`src/rtl/clock_set_ctrl.sv`:
```
// Set/edit controller for a clock-calendar: button edge detection, edit-field FSM,
// blink prescaler and increment strobes. Define AUTO_EXIT_EN to add the idle auto-exit.
module clock_set_ctrl #(
    parameter int unsigned BLINK_DIV   = 25000000,
    parameter int unsigned TIMEOUT_CYC = 500000000
) (
    input  logic       clk,
    input  logic       rst,
    input  logic       btn_mode,
    input  logic       btn_set,
    input  logic       btn_inc,
    output logic       mode,
    output logic [2:0] blink_mode,
    output logic       tick_blink,
    output logic       editing,
    output logic       inc_sec,
    output logic       inc_min,
    output logic       inc_hour,
    output logic       inc_day,
    output logic       inc_month,
    output logic       inc_year,
    output logic       hold_time
);

    if (BLINK_DIV < 2) begin : g_bad_blink_div
        $error("clock_set_ctrl: BLINK_DIV must be >= 2");
    end
    if (TIMEOUT_CYC < 2) begin : g_bad_timeout_cyc
        $error("clock_set_ctrl: TIMEOUT_CYC must be >= 2");
    end

    localparam logic [2:0] RUN    = 3'd0;
    localparam logic [2:0] E_SEC  = 3'd1;
    localparam logic [2:0] E_MIN  = 3'd2;
    localparam logic [2:0] E_HOUR = 3'd3;
    localparam logic [2:0] E_DAY  = 3'd4;
    localparam logic [2:0] E_MON  = 3'd5;
    localparam logic [2:0] E_YEAR = 3'd6;

    localparam int unsigned PRESC_W = $clog2(BLINK_DIV);
    localparam logic [PRESC_W-1:0] PRESC_LAST = PRESC_W'(BLINK_DIV - 1);

    logic [2:0]         state, state_d;
    logic               mode_d;
    logic               tick_d;
    logic [PRESC_W-1:0] presc, presc_d;
    logic [5:0]         inc_q, inc_d;

    // Button bits: [0] mode, [1] set, [2] inc
    logic [2:0] btn_q, btn_prev;
    logic [1:0] sample_ok;
    logic [2:0] press;
    logic       any_press;
    logic       timeout;

    // A press needs two post-reset samples, so a button held through reset never fires
    assign press     = btn_q & ~btn_prev & {3{sample_ok[1]}};
    assign any_press = |press;

    always_ff @(posedge clk) begin
        if (rst) begin
            btn_q     <= '0;
            btn_prev  <= '0;
            sample_ok <= '0;
        end else begin
            btn_q     <= {btn_inc, btn_set, btn_mode};
            btn_prev  <= btn_q;
            sample_ok <= {sample_ok[0], 1'b1};
        end
    end

`ifdef AUTO_EXIT_EN
    localparam int unsigned IDLE_W = $clog2(TIMEOUT_CYC);
    localparam logic [IDLE_W-1:0] IDLE_LAST = IDLE_W'(TIMEOUT_CYC - 1);

    logic [IDLE_W-1:0] idle_cnt, idle_d;

    assign timeout = editing && !any_press && (idle_cnt == IDLE_LAST);

    always_comb begin
        idle_d = idle_cnt + IDLE_W'(1);
        if (!editing || any_press || timeout) begin
            idle_d = '0;
        end
    end

    always_ff @(posedge clk) begin
        if (rst) begin
            idle_cnt <= '0;
        end else begin
            idle_cnt <= idle_d;
        end
    end
`else
    assign timeout = 1'b0;
`endif

    always_comb begin
        state_d = state;
        mode_d  = mode;
        presc_d = presc;
        tick_d  = tick_blink;
        inc_d   = '0;
        case (state)
            RUN: begin
                presc_d = '0;
                tick_d  = 1'b0;
                if (press[1]) begin
                    state_d = mode ? E_SEC : E_DAY;
                end
                if (press[0]) begin
                    mode_d = ~mode;
                end
            end
            E_SEC, E_MIN, E_HOUR, E_DAY, E_MON, E_YEAR: begin
                if (timeout) begin
                    state_d = RUN;
                    presc_d = '0;
                    tick_d  = 1'b0;
                end else if (press[1]) begin
                    presc_d = '0;
                    tick_d  = 1'b0;
                    case (state)
                        E_SEC:   state_d = E_MIN;
                        E_MIN:   state_d = E_HOUR;
                        E_DAY:   state_d = E_MON;
                        E_MON:   state_d = E_YEAR;
                        default: state_d = RUN;
                    endcase
                end else if (press[2]) begin
                    presc_d = '0;
                    tick_d  = 1'b0;
                    case (state)
                        E_SEC:   inc_d[0] = 1'b1;
                        E_MIN:   inc_d[1] = 1'b1;
                        E_HOUR:  inc_d[2] = 1'b1;
                        E_DAY:   inc_d[3] = 1'b1;
                        E_MON:   inc_d[4] = 1'b1;
                        default: inc_d[5] = 1'b1;
                    endcase
                end else if (presc == PRESC_LAST) begin
                    presc_d = '0;
                    tick_d  = ~tick_blink;
                end else begin
                    presc_d = presc + PRESC_W'(1);
                end
            end
            default: begin
                state_d = RUN;
                presc_d = '0;
                tick_d  = 1'b0;
            end
        endcase
    end

    always_ff @(posedge clk) begin
        if (rst) begin
            state      <= RUN;
            mode       <= 1'b1;
            presc      <= '0;
            tick_blink <= 1'b0;
            inc_q      <= '0;
        end else begin
            state      <= state_d;
            mode       <= mode_d;
            presc      <= presc_d;
            tick_blink <= tick_d;
            inc_q      <= inc_d;
        end
    end

    assign blink_mode = state;
    assign editing    = (state >= E_SEC) && (state <= E_YEAR);
    assign hold_time  = (state == E_SEC) || (state == E_MIN) || (state == E_HOUR);
    assign inc_sec    = inc_q[0];
    assign inc_min    = inc_q[1];
    assign inc_hour   = inc_q[2];
    assign inc_day    = inc_q[3];
    assign inc_month  = inc_q[4];
    assign inc_year   = inc_q[5];

endmodule

```
`config.mk`:
```
export PLATFORM = sky130hd
export DESIGN_NAME = clock_set_ctrl
export DESIGN_NICKNAME = d
export VERILOG_FILES = /design/src/rtl/clock_set_ctrl.sv
export SDC_FILE = /design/constraint.sdc
export NUM_CORES = 1
export LEC_CHECK = 0
export BUFFER_PORTS_ARGS = -buffer_cell sky130_fd_sc_hd__buf_2
export CORE_MARGIN = 3
export CORE_UTILIZATION = 42
export DETAILED_ROUTE_END_ITERATION = 10
export GPL_TIMING_DRIVEN = 0
export SETUP_SLACK_MARGIN = 0.1
export SLEW_MARGIN = 30
export SYNTH_ARGS = -nofsm -noshare
export SYNTH_HDL_FRONTEND = slang
export SYNTH_SLANG_ARGS = --single-unit
```
`constraint.sdc`:
```
create_clock -name clk -period 1.9 [get_ports clk]
set_input_delay 0.095 -clock clk [delete_from_list [all_inputs] [get_ports clk]]
set_output_delay 0.095 -clock clk [all_outputs]
set_load 0.05 [all_outputs]
```
======== Word-level counts from Yosys, hierarchy flattened ========
Cells that the tools add are included.
operators by class
  equality and inequality tests ........... 9
  mux-type cells .......................... 12
  add/subtract/negate cells ............... 1
  order comparisons ....................... 2
  reductions and logical operators ........ 11
  bitwise gates (word level) .............. 7
operators with widths
  kind                                                                    number
  25-bit by 1-bit adder with 25-bit output (second input constant)        1
  25-bit == test (second input constant)                                  1
  3-bit case mux with 4 select lines                                      1
  5-bit OR reduction                                                      2
  3-bit == test (second input constant)                                   3
  3-bit two-way mux                                                       3
  4-bit OR reduction                                                      2
  1-bit two-way mux                                                       7
  3-bit AND                                                               2
  3-bit by 2-bit == test with 1-bit output (second input constant)        2
  3-bit case mux with 2 select lines                                      1
  6-bit OR reduction                                                      1
  2-bit != test (second input constant)                                   2
  1-bit NOT                                                               4
  2-bit AND reduction                                                     2
  3-bit by 1-bit == test with 1-bit output (second input constant)        1
  3-bit by 1-bit >= comparator with 1-bit output (second input constant)  1
  3-bit <= comparator (second input constant)                             1
  3-bit zero test                                                         1
  3-bit NOT                                                               1
  1-bit logical OR                                                        2
  1-bit logical AND                                                       1
storage, ports and cells
  input bits .............................. 5
  bits in registers ....................... 44
  output and inout bits ................... 13

======== Depth between registers and ports, before layout ========
Gate-level depths: netlist (run 1).
  word-level depth ........................ 5
  gate-level depth with buffers ........... 8

======== Worst setup path after synthesis (run 1) ========
OpenSTA, ideal clock, no wires.
  path kind ............................... flip-flop to flip-flop
  start point ............................. reg state[0], in the netlist blink_mode[0]
  end point ............................... reg presc[21]
  required time ........................... 1814 ps
  cell stages (with the launch flop) ...... 7
  setup time .............................. 86 ps
  path buffers ............................ 2
  slack ................................... -814 ps
  period minus slack after synthesis ...... 2714 ps
  arrival ................................. 2628 ps
  path through ............................ dfxtp_1 -> clkbuf_1 -> nor3_1 -> nor2_1 -> nand3_1 -> dlymetal6s2s_1 -> a211oi_1
between the ends
  longest elaborated chain between the ends .. 4
ends and longest elaborated chain
  element                                                                 RTL line  text
  from (decl)                                                             43        logic [2:0] state, state_d;
  from (signal assigned)                                                  164       state <= state_d;
  3-bit by 1-bit == test with 1-bit output, or another cell as far along  104       case (state)
  6-bit OR reduction (*)                                                  104
  1-bit NOT (no line) (*)                                                 --
  5-bit OR reduction (no line) (*)                                        --
  to (signal assigned)                                                    166       presc <= presc_d;
  to (decl)                                                               46        logic [PRESC_W-1:0] presc, presc_d;
Mark *: on every way between the ends. The rest lies on a longest branch, timed or not.
A chain may end at the register's enable or synchronous reset.

======== Worst setup path after layout (run 1) ========
  start point ............................. reg presc[1]
  end point ............................... reg presc[24]
between the ends
  longest elaborated chain between the ends .. 2
ends and longest elaborated chain
  element
  branches (longest 2 deep; another with 25-bit by 1-bit adder with 25-bit output)
Parallel ways; which one is timed is not known.

==> flow_results.org, run 1 <==
** Timing
- Min cycle time layout :: roughly 1.8 ns
- Clock tree skew after final layout :: between 0.002 and 0.003 ns
- Setup repair after global routing could not meet its margin everywhere.
- Portion of the clock cycle consumed by the worst path in the final layout :: between 90 and 100%
- Setup violations remaining at the end of the flow were counted as 0.
- The tightest hold path in the finished design has a slack of 0.006639 ns.
- Slew at the pin closest to its max-slew limit :: between 0.4 and 0.5 ns
- In this run the tightest slew margin relative to its limit is between 70 and 80%.
- The final-report max-slew violation count came to 0.
- Upper clock frequency limit :: 542.5 MHz
- The final count of hold timing violations came to 0.

** Yosys
- Of all cell types, the one taking the most synthesized area is sky130_fd_sc_hd__dfxtp_1.
- Synthesis-stage register bit count :: 44
- Fraction of the yosys area taken by sequential cells :: approximately 46%
- Fraction of synthesis flops using an asynchronous set or reset pin :: 0%
- Top post-synthesis cells by area :: sky130_fd_sc_hd__dfxtp_1 46%, sky130_fd_sc_hd__nor3_1 5.5%, sky130_fd_sc_hd__a211oi_1 4.0%, sky130_fd_sc_hd__or3_1 3.3%, sky130_fd_sc_hd__xnor2_1 3.2%
- Each instance of the synthesized netlist takes up on average about 9.1 um2.
- Number of distinct library cell variants in the gate-level netlist after synthesis :: 43
- Counting every net in the synthesized netlist gives 215.
- Cell with the most instances after synthesis :: sky130_fd_sc_hd__dfxtp_1
- The synthesized netlist devotes approximately a tenth of its cell area to compound gates.
- Post-synthesis instance area :: around 1900 um2
- Post-Syn Instances :: 209
- Dominant register cell in the synthesized netlist :: sky130_fd_sc_hd__dfxtp_1
- Arithmetic-cell share of the synthesized area counting full adders, half adders and majority gates :: about 1.2%
- Sorting the synthesized cells by how often they occur yields 44 x sky130_fd_sc_hd__dfxtp_1, 21 x sky130_fd_sc_hd__nor3_1, 12 x sky130_fd_sc_hd__nor2_1, 11 x sky130_fd_sc_hd__nand2_1.
- The top cell type by area accounts for 46.44% of the synthesized area.
- Of the post-synthesis cell area, the part taken by muxes is less than 1%.
- Number of synthesized flops with an enable pin :: 0
- Summing the areas of all xor and xnor instances in the mapped netlist gives 6.003% of the synthesized area.
- After synthesis, the largest family of logic cells by area is simple AND/OR/NAND/NOR gates.
- Simple-Gate Fraction of Synth Area :: approximately a third
- The Yosys step of the flow raised 0 warnings.

** Global routing
- Gr ovfl total :: 0
- Global-route usage over all layers :: 18.54%
- The initial antenna violation count is 0.
- The first global-routing pass estimated between 7000 and 8000 um of wire.
- Entering global routing, the biggest net connects 14 pins.
- The via count of the first global-routing pass came to about 1700.

** Pwr
- Standby leakage power :: just under 0.9 nW
- Across the VDD grid, the largest voltage drop is 0.4733 mV.
- Power spread over the standard cell area amounts to between 600 and 700 nW/um2.

** Finish
- Antenna Diode Count :: 0
- Post-synthesis to final-layout area growth :: 30.67%
- Number of standard cells in the final layout excluding fillers :: between 300 and 400
- Once layout is complete, the utilization of the core stands at slightly below 60%.
- Cells with a size suffix above 1 make up a little under two fifths of the layout.
- The net count of the finished layout is around 260.

** Worst setup path
- Setup CP Type :: reg -> reg
- Of all nets on the critical path, the largest fanout is 5.
- The setup check on the worst reg-to-reg path leaves a slack of about 0.057 ns.
- The worst setup path is launched from a register.
- At the worst endpoint, the arrival time is 2.07 ns.
- Start of the worst register-to-register path :: presc[1]$_SDFF_PP0_
- Critical path required time :: roughly 2.1 ns
- Sort of element at the end of the critical path :: register
- Counting cells, the worst reg-to-reg path comes to 6.
- Endpoint of the worst-slack reg-to-reg timing path :: presc[24]$_SDFF_PP0_

** Floorplan
- Number of top-level design ports :: 18
- After floorplanning, the core was sized to cover between 4000 and 5000 um2.
- The floorplan step set the die width to around 73 um.
- Die Outline Area :: between 5000 and 6000 um2
- Starting utilization of the core area :: a little under half
- In this run the vertical extent of the chip is roughly 73 um.
- The initialized floorplan defines 23 standard-cell rows.

** Placement
- During placement, the flow inserted port buffers numbering 17.
- In this run, placement finished with an instance count of roughly 280.
- At the end of routability-driven placement, the weighted congestion stood at 0.8312.
- HPWL after DPL :: 2948 um

** Route
- Wires add up to roughly 4500 um.
- Average wire per cell in the routed design :: approximately 15 um
- The first detailed-routing pass took 4 iterations.
- The count of nets left with antenna violations once routing finished came out at 0.
- After the first detailed-routing iteration, the DRC count stood at ~150.
- In the routed design, unresolved DRC markers number 0.
- Summing over every cut layer, the via total after detailed routing is roughly 1700.
- Vias per std cell :: about 5.5

** Worst hold path
- For hold timing, the worst endpoint is btn_q[2]$_SDFF_PP0_.
- Hold depth :: 2
- In this run the worst hold path is classified as in -> reg.
- In this run the most critical hold path is launched from btn_inc.

** CTS
- At the later pin of the worst-skew pair, clock insertion delay measures roughly 0.30 ns.
- TritonCTS built the clock tree.
- CTS HTree Levels :: 2
- CTS clock-pin slew for the worst setup and hold paths :: about 0.080 ns
- CTS saw 44 sinks.
- The tree is rooted in a sky130_fd_sc_hd__clkbuf_8.
- Cts bufs inserted :: 5
- The longest clock path from root to sink contains 2 buffers.

** Run
- Max-cap violations in this run came to 0.

** Outcome
- Status :: finished clean
[layout by cell type (no fill, tap or decap), types with 2 or more instances in the layout]
| cell | synthesis | final |
|---|---|---|
| sky130_fd_sc_hd__dfxtp_2 | 0 | 10 |
| sky130_fd_sc_hd__and3_1 | 5 | 5 |
| sky130_fd_sc_hd__nor2_1 | 12 | 11 |
| sky130_fd_sc_hd__dlygate4sd3_1 | 0 | 2 |
| sky130_fd_sc_hd__inv_1 | 5 | 5 |
| sky130_fd_sc_hd__buf_4 | 0 | 17 |
| sky130_fd_sc_hd__nand4_1 | 7 | 7 |
| sky130_fd_sc_hd__nand4_4 | 0 | 2 |
| sky130_fd_sc_hd__a211oi_2 | 1 | 6 |
| sky130_fd_sc_hd__a21oi_1 | 4 | 4 |
| sky130_fd_sc_hd__nand2_1 | 11 | 11 |
| sky130_fd_sc_hd__or3_4 | 0 | 2 |
| sky130_fd_sc_hd__clkbuf_2 | 0 | 5 |
| sky130_fd_sc_hd__nor3_1 | 21 | 20 |
| sky130_fd_sc_hd__xor2_1 | 6 | 6 |
| sky130_fd_sc_hd__or3_1 | 10 | 8 |
| sky130_fd_sc_hd__clkbuf_4 | 0 | 2 |
| sky130_fd_sc_hd__buf_6 | 1 | 4 |
| sky130_fd_sc_hd__nand2b_1 | 3 | 3 |
| sky130_fd_sc_hd__a211oi_1 | 10 | 5 |
| sky130_fd_sc_hd__dfxtp_4 | 0 | 9 |
| sky130_fd_sc_hd__dfxtp_1 | 44 | 25 |
| sky130_fd_sc_hd__nand3_1 | 9 | 7 |
| sky130_fd_sc_hd__buf_2 | 2 | 18 |
| sky130_fd_sc_hd__clkbuf_8 | 0 | 7 |
| sky130_fd_sc_hd__o21ai_0 | 9 | 9 |
| sky130_fd_sc_hd__or4_4 | 1 | 3 |
| sky130_fd_sc_hd__clkbuf_1 | 8 | 2 |
| sky130_fd_sc_hd__xnor2_1 | 7 | 7 |
| sky130_fd_sc_hd__nand3_4 | 0 | 2 |
| sky130_fd_sc_hd__nor2b_1 | 9 | 9 |
[how the worst max path moves through the flow]
| stage | to | cells past startpoint | slack (ns) | start |
|---|---|---|---|---|
| 6_report | presc[24]$_SDFF_PP0_ | 6 | 0.06 | presc[1]$_SDFF_PP0_ |
| 5_1_grt | presc[24]$_SDFF_PP0_ | 6 | -0.04 | presc[0]$_SDFF_PP0_ |
| 4_1_cts | presc[24]$_SDFF_PP0_ | 6 | 0.05 | presc[1]$_SDFF_PP0_ |
| 3_5_place_dp | presc[11]$_SDFF_PP0_ | 8 | -0.30 | presc[1]$_SDFF_PP0_ |
| 3_3_place_gp | presc[11]$_SDFF_PP0_ | 8 | -0.28 | presc[0]$_SDFF_PP0_ |
| 2_1_floorplan | presc[21]$_SDFF_PP0_ | 6 | 0.10 | blink_mode[1]$_SDFFE_PP0P_ |
[through the flow]
step / setup slack (ns) / power, mW / TNS, ns / area (um2)
2_1_floorplan: 0.1013 / 1.035 / 0 / 1979
3_3_place_gp: -0.2833 / 1.057 / -2.795 / 2127
3_5_place_dp: -0.3035 / 1.059 / -2.982 / 2127
4_1_cts: 0.05159 / 1.695 / 0 / 2429
5_1_grt: -0.04298 / 1.744 / -0.05384 / 2479
6_report: 0.05675 / 1.685 / 0 / 2479
[layout make-up]
type | count | area, um2
multi-input cells | 148 | 1044
inverters | 5 | 18.77
plain buffers | 12 | 88.84
repair buffers | 37 | 237.7
clock buffers | 8 | 100.1
well taps | 50 | 62.56
fillers | 373 | 1694
flip-flops and latches | 44 | 927.1
[where the power goes]
| part | switching [mW] | internal, mW |
|---|---|---|
| Combinational | 0.0664 | 0.0338 |
| Sequential | 0.00797 | 0.923 |
| Clock | 0.322 | 0.332 |
| Total | 0.396 | 1.29 |
[cells by family (layout without fill, tap and decap cells)]
logic type,count (synthesis),in the layout
xor gates and xnor gates,13,13
buffers and inverters,17,62
and+or+nand+nor,104,104
muxes,1,1
AOI/OAI and AO/OA,28,28
adders and majority gates,2,2
DFF,44,44
[state kept, by name (all words and copies together), names as in the netlist]
register,flops
tick_blink,1
presc,25
btn_q,3
sample_ok,2
btn_prev,3
mode,1
blink_mode,3
inc_q,6
[critical path, stage by stage (launching register included)]
cell,delay (ns)
sky130_fd_sc_hd__dfxtp_2,0.36
sky130_fd_sc_hd__ha_4,0.16
sky130_fd_sc_hd__nand3_4,0.08
sky130_fd_sc_hd__or4_4,0.44
sky130_fd_sc_hd__buf_6,0.15
sky130_fd_sc_hd__or4_4,0.41
sky130_fd_sc_hd__a211oi_2,0.17
[routing by layer]
layer	routed length, um	vias up	global-route usage (%)	share of wire [%]
met4	68	0	6.967	1.5
li1	-	839	-	-
met3	133	7	4.132	3.0
met5	0	-	0	0
met2	2066	22	28.30	46
met1	2206	816	25.42	49
[what timing repair did]
action                                  in CTS  in global routing
cloned                                       0                  1
buffers inserted                            14                  3
hold buffers                                 2                  0
resized for setup                           26                 11
endpoints found under the setup margin      21                 25
hold endpoints to repair                     2                  0
pin swaps                                    2                  6
(Power assumes the default switching activity.)
==> inputs of run 2 (changes only) <==
- BUFFER_PORTS_ARGS: -buffer_cell sky130_fd_sc_hd__buf_2 -> not set
- CORE_ASPECT_RATIO: not set -> 0.7
- CTS_CLUSTER_DIAMETER: not set -> 40
- DONT_BUFFER_PORTS: not set -> 1
==> flow_results.org, run 2 (synthesis results as in run 1) <==
** CTS
- The buffer levels on the longest clock path came to 2 (unchanged).
- The clock net sink count came to 44 (unchanged).
- The buffer type at the clock tree root was sky130_fd_sc_hd__clkbuf_8 (unchanged).
- CTS clock-pin slew for the worst setup and hold paths :: 0.08 ns (about the same)
- The total number of H-tree levels came to 2 (unchanged).
- Cts bufs inserted :: 5 (unchanged)
- The clock tree from TritonCTS is yes (unchanged).
- The worst-skew pair later-pin latency came to 0.29 ns (was 0.30 ns).

** Finish
- The net count of the finished layout is 246 (was 259).
- The register ranked first by flip-flop count is presc (unchanged).
- Proportion of layout cells with a drive suffix above 1 :: 32.78% (was 37.01%)
- The count of inserted antenna diode cells is 0 (unchanged).
- Most frequent standard cell in the layout excluding fill and tap cells :: sky130_fd_sc_hd__dfxtp_1 (unchanged)
- Registers with the highest flip-flop counts :: presc (25), inc_q (6) (unchanged)
- The fill cell total of the finished layout was 371 (was 373).
- Top library cells by usage in the layout, fill and taps aside :: 25 x sky130_fd_sc_hd__dfxtp_1, 19 x sky130_fd_sc_hd__nor3_1, 19 x sky130_fd_sc_hd__buf_4, 14 x sky130_fd_sc_hd__dfxtp_4, 11 x sky130_fd_sc_hd__nand2_1 (was 25 x sky130_fd_sc_hd__dfxtp_1, 20 x sky130_fd_sc_hd__nor3_1, 18 x sky130_fd_sc_hd__buf_2, 17 x sky130_fd_sc_hd__buf_4)
- The area used by sequential logic in the layout was 939.7 um2 (was 927.1 um2).
- Area taken by multi-input logic gates :: 1050 um2 (was 1044 um2)
- Max FFs per register :: 25 (unchanged)
- Number of standard cells in the final layout excluding fillers :: 293 (was 304)
- Post-synthesis to final-layout area growth :: 30.01% (was 30.67%)
- The post-route standard cell area excluding fillers came to 2466 um2 (was 2479 um2).

** Timing
- The number of endpoints failing setup at the final stage was 0 (unchanged).
- The largest clock skew in the final design is 0.006455 ns (was 0.002849 ns).
- Final Max Tran Viols :: 0 (unchanged)
- The headroom to the max-slew limit came to 59.93% (was 71.85%).
- Portion of the clock cycle consumed by the worst path in the final layout :: 97.28% (was 97.01%)
- Unrepaired setup endpoints after global routing :: true (unchanged)
- Final Hold Vio Count :: 0 (unchanged)
- Upper clock frequency limit :: 541.0 MHz (was 542.5 MHz)
- The pin slew with the least headroom to its limit is 0.6002 ns (was 0.4222 ns).
- The minimum period implied by the final worst setup slack was 1.848 ns (was 1.843 ns).

** Worst setup path
- Data arrival time of the worst path :: 2.06 ns (was 2.07 ns)
- Crit path top cell by count :: sky130_fd_sc_hd__or4_4 (unchanged)
- The launch point of the worst path was presc[0]$_SDFF_PP0_ (was presc[1]$_SDFF_PP0_).
- Critical path, cell by cell :: ha_4, nand3_4, or4_4, buf_6, or4_4, a211oi_2 (unchanged)
- The sort of element at the end of the critical path is a register (unchanged).
- The flop-to-flop setup slack is 0.05 ns (was 0.06 ns).
- The delay of the slowest cell on the worst path was 0.43 ns (was 0.44 ns).
- Start of the worst register-to-register path :: presc[0]$_SDFF_PP0_ (was presc[1]$_SDFF_PP0_)
- CP max FO :: 5 (unchanged)
- Last element of the critical path :: presc[24]$_SDFF_PP0_ (unchanged)
- The critical setup path kind is reg -> reg (unchanged).
- Endpoint of the worst-slack reg-to-reg timing path :: presc[24]$_SDFF_PP0_ (unchanged)
- The critical path launch point type is a register (unchanged).
- Worst path slowest cell :: sky130_fd_sc_hd__or4_4 (unchanged)
- Critical path required time :: 2.11 ns (was 2.13 ns)
- Cells on worst reg2reg path :: 6 (unchanged)

** Outcome
- Status: finished clean (unchanged).

** Route
- The iteration-0 DRC count of the detailed router is 87 (was 147).
- The number of vias per cell after detailed routing is 5.580 (was 5.539).
- Via count :: 1635 (was 1684)
- The wire length per cell after detailed routing was 16.10 um (was 14.72 um).
- DR DRC count :: 0 (unchanged)
- The routed wire length came to 4718 um (was 4475 um).
- Detailed-router iteration count before antenna repair :: 4 (unchanged)
- The remaining number of nets flagged by the antenna check after routing came to 0 (unchanged).

** Global routing
- The via count of the first global-routing pass was 1545 (was 1673).
- The overall routing resource usage is 17.63% (was 18.54%).
- The pin count of the biggest net entering global routing was 14 (unchanged).
- Gr ovfl total :: 0 (unchanged)
- Initial antenna violation count :: 0 (unchanged)
- Wire length of the first global-routing pass :: 7590 um (was 7741 um)

** Placement
- The post-place instance area came to 2044 um2 (was 2127 um2).
- HPWL after DPL :: 3022 um (was 2948 um)
- The post-placement cell count is 261 (was 276).
- The number of buffers inserted by port buffering was 0 (was 17).
- Gpl congestion :: 0.8302 (was 0.8312)

** Floorplan
- Horiz. Die Dim :: 86.32 um (was 73.20 um)
- Number of top-level design ports :: 18 (unchanged)
- The die extent in y is 62.23 um (was 73.20 um).
- Starting utilization of the core area :: 45.86% (was 45.46%)
- The standard-cell row count came to 19 (was 23).
- The die area came to 5371 um2 (was 5358 um2).
- Core region area :: 4136 um2 (was 4173 um2)

** Pwr
- Switching share of total power :: 23.43% (was 23.52%)
- The power density over the cells is 643.8 nW/um2 (was 679.6 nW/um2).
- Final Power :: 1.588 mW (was 1.685 mW)
- Combinational fraction of design power :: 6.1% (was 5.9%)
- The portion of total power attributed to sequential cells is 59.2% (was 55.2%).
- The static leakage power was 0.8193 nW (was 0.8896 nW).
- Max rail drop VDD :: 0.4925 mV (was 0.4733 mV)
- The switching component of the power came to 0.3720 mW (was 0.3961 mW).
- The design internal power is 1.216 mW (was 1.288 mW).
- The fraction of power consumed by the clock network was 34.7% (was 38.8%).

** Run
- Number of max-cap violations :: 0 (unchanged)

** Worst hold path
- The worst hold path class was in -> reg (unchanged).
-- run 2: cell types whose count changed in the layout (fill, tap and decap cells not counted), sizes merged --
| cell | change |
|---|---|
| buf | -14 |
| dlygate4sd3 | +2 |
| clkbuf | -2 |
| clkinv | +1 |
-- run 2: worst max-delay path: cells and delay by family (launching register included) --
family / cells / cell delay, ns
adder cells (fa/ha/maj): 1 / 0.16
flip-flops: 1 / 0.37
AND/OR/NAND/NOR: 3 / 0.93
AO/OA/AOI/OAI: 1 / 0.18
buffers and inverters: 1 / 0.14
-- run 2: layout make-up --
type                            instances  share of cell area [%]
Multi-Input combinational cell        148                   42.57
Sequential cell                        44                   38.10
Timing Repair Buffer                   24                   7.509
Buffer                                 12                   5.124
Clock buffer                            7                   3.095
Tap cell                               52                   2.638
Inverter                                5                  0.7610
Clock inverter                          1                  0.2029
-- run 2: metal layers --
metal  up-vias  share of wire (%)  global-route usage, %
li1        807                  -                      -
met1       785                 49                  25.14
met2        41                 45                  26.34
met3         2                5.8                  5.020
met4         0               0.45                  3.891
met5         -                  0                      0
-- run 2: how the worst min path moves through the flow --
stage,startpoint,endpoint,slack (ns),cells past startpoint
after floorplan,rst,btn_prev[2]$_SDFF_PP0_,0.17,1
after global placement,rst,btn_prev[2]$_SDFF_PP0_,0.18,1
after detailed placement,rst,btn_prev[2]$_SDFF_PP0_,0.18,1
after CTS,rst,presc[14]$_SDFF_PP0_,0.16,4
after global routing,rst,presc[13]$_SDFF_PP0_,0.19,4
final,rst,presc[13]$_SDFF_PP0_,0.18,4
-- run 2: power by group through the flow --
stage | sequential (mW) | combinational [mW] | clock [mW]
finish | 0.940 | 0.0974 | 0.550
global route | 0.942 | 0.105 | 0.616
CTS | 0.943 | 0.0963 | 0.564
detailed placement | 0.978 | 0.0734 | 0
global placement | 0.977 | 0.0713 | 0
floorplan | 0.975 | 0.0605 | 0
-- run 2: timing repair --
action                     CTS  global route
hold buffers                 4             0
setup endpoints to repair   27            25
cloned                       2             0
resized for setup           35            23
buffers inserted            13             5
hold endpoints to repair     4             0
pin swaps                   10             4
-- run 2: stage by stage --
step / setup WS, ns / hold WS, ns / TNS [ns] / util, %
floorplan: 0.1013 / 0.1744 / 0 / -
global placement: -0.3102 / 0.1780 / -3.927 / 49.43
detailed placement: -0.4081 / 0.1799 / -5.430 / 49.43
CTS: 0.04843 / 0.1613 / 0 / 57.83
global route: -0.005000 / 0.1869 / -0.005000 / 59.62
finish: 0.05168 / 0.1827 / 0 / 59.62
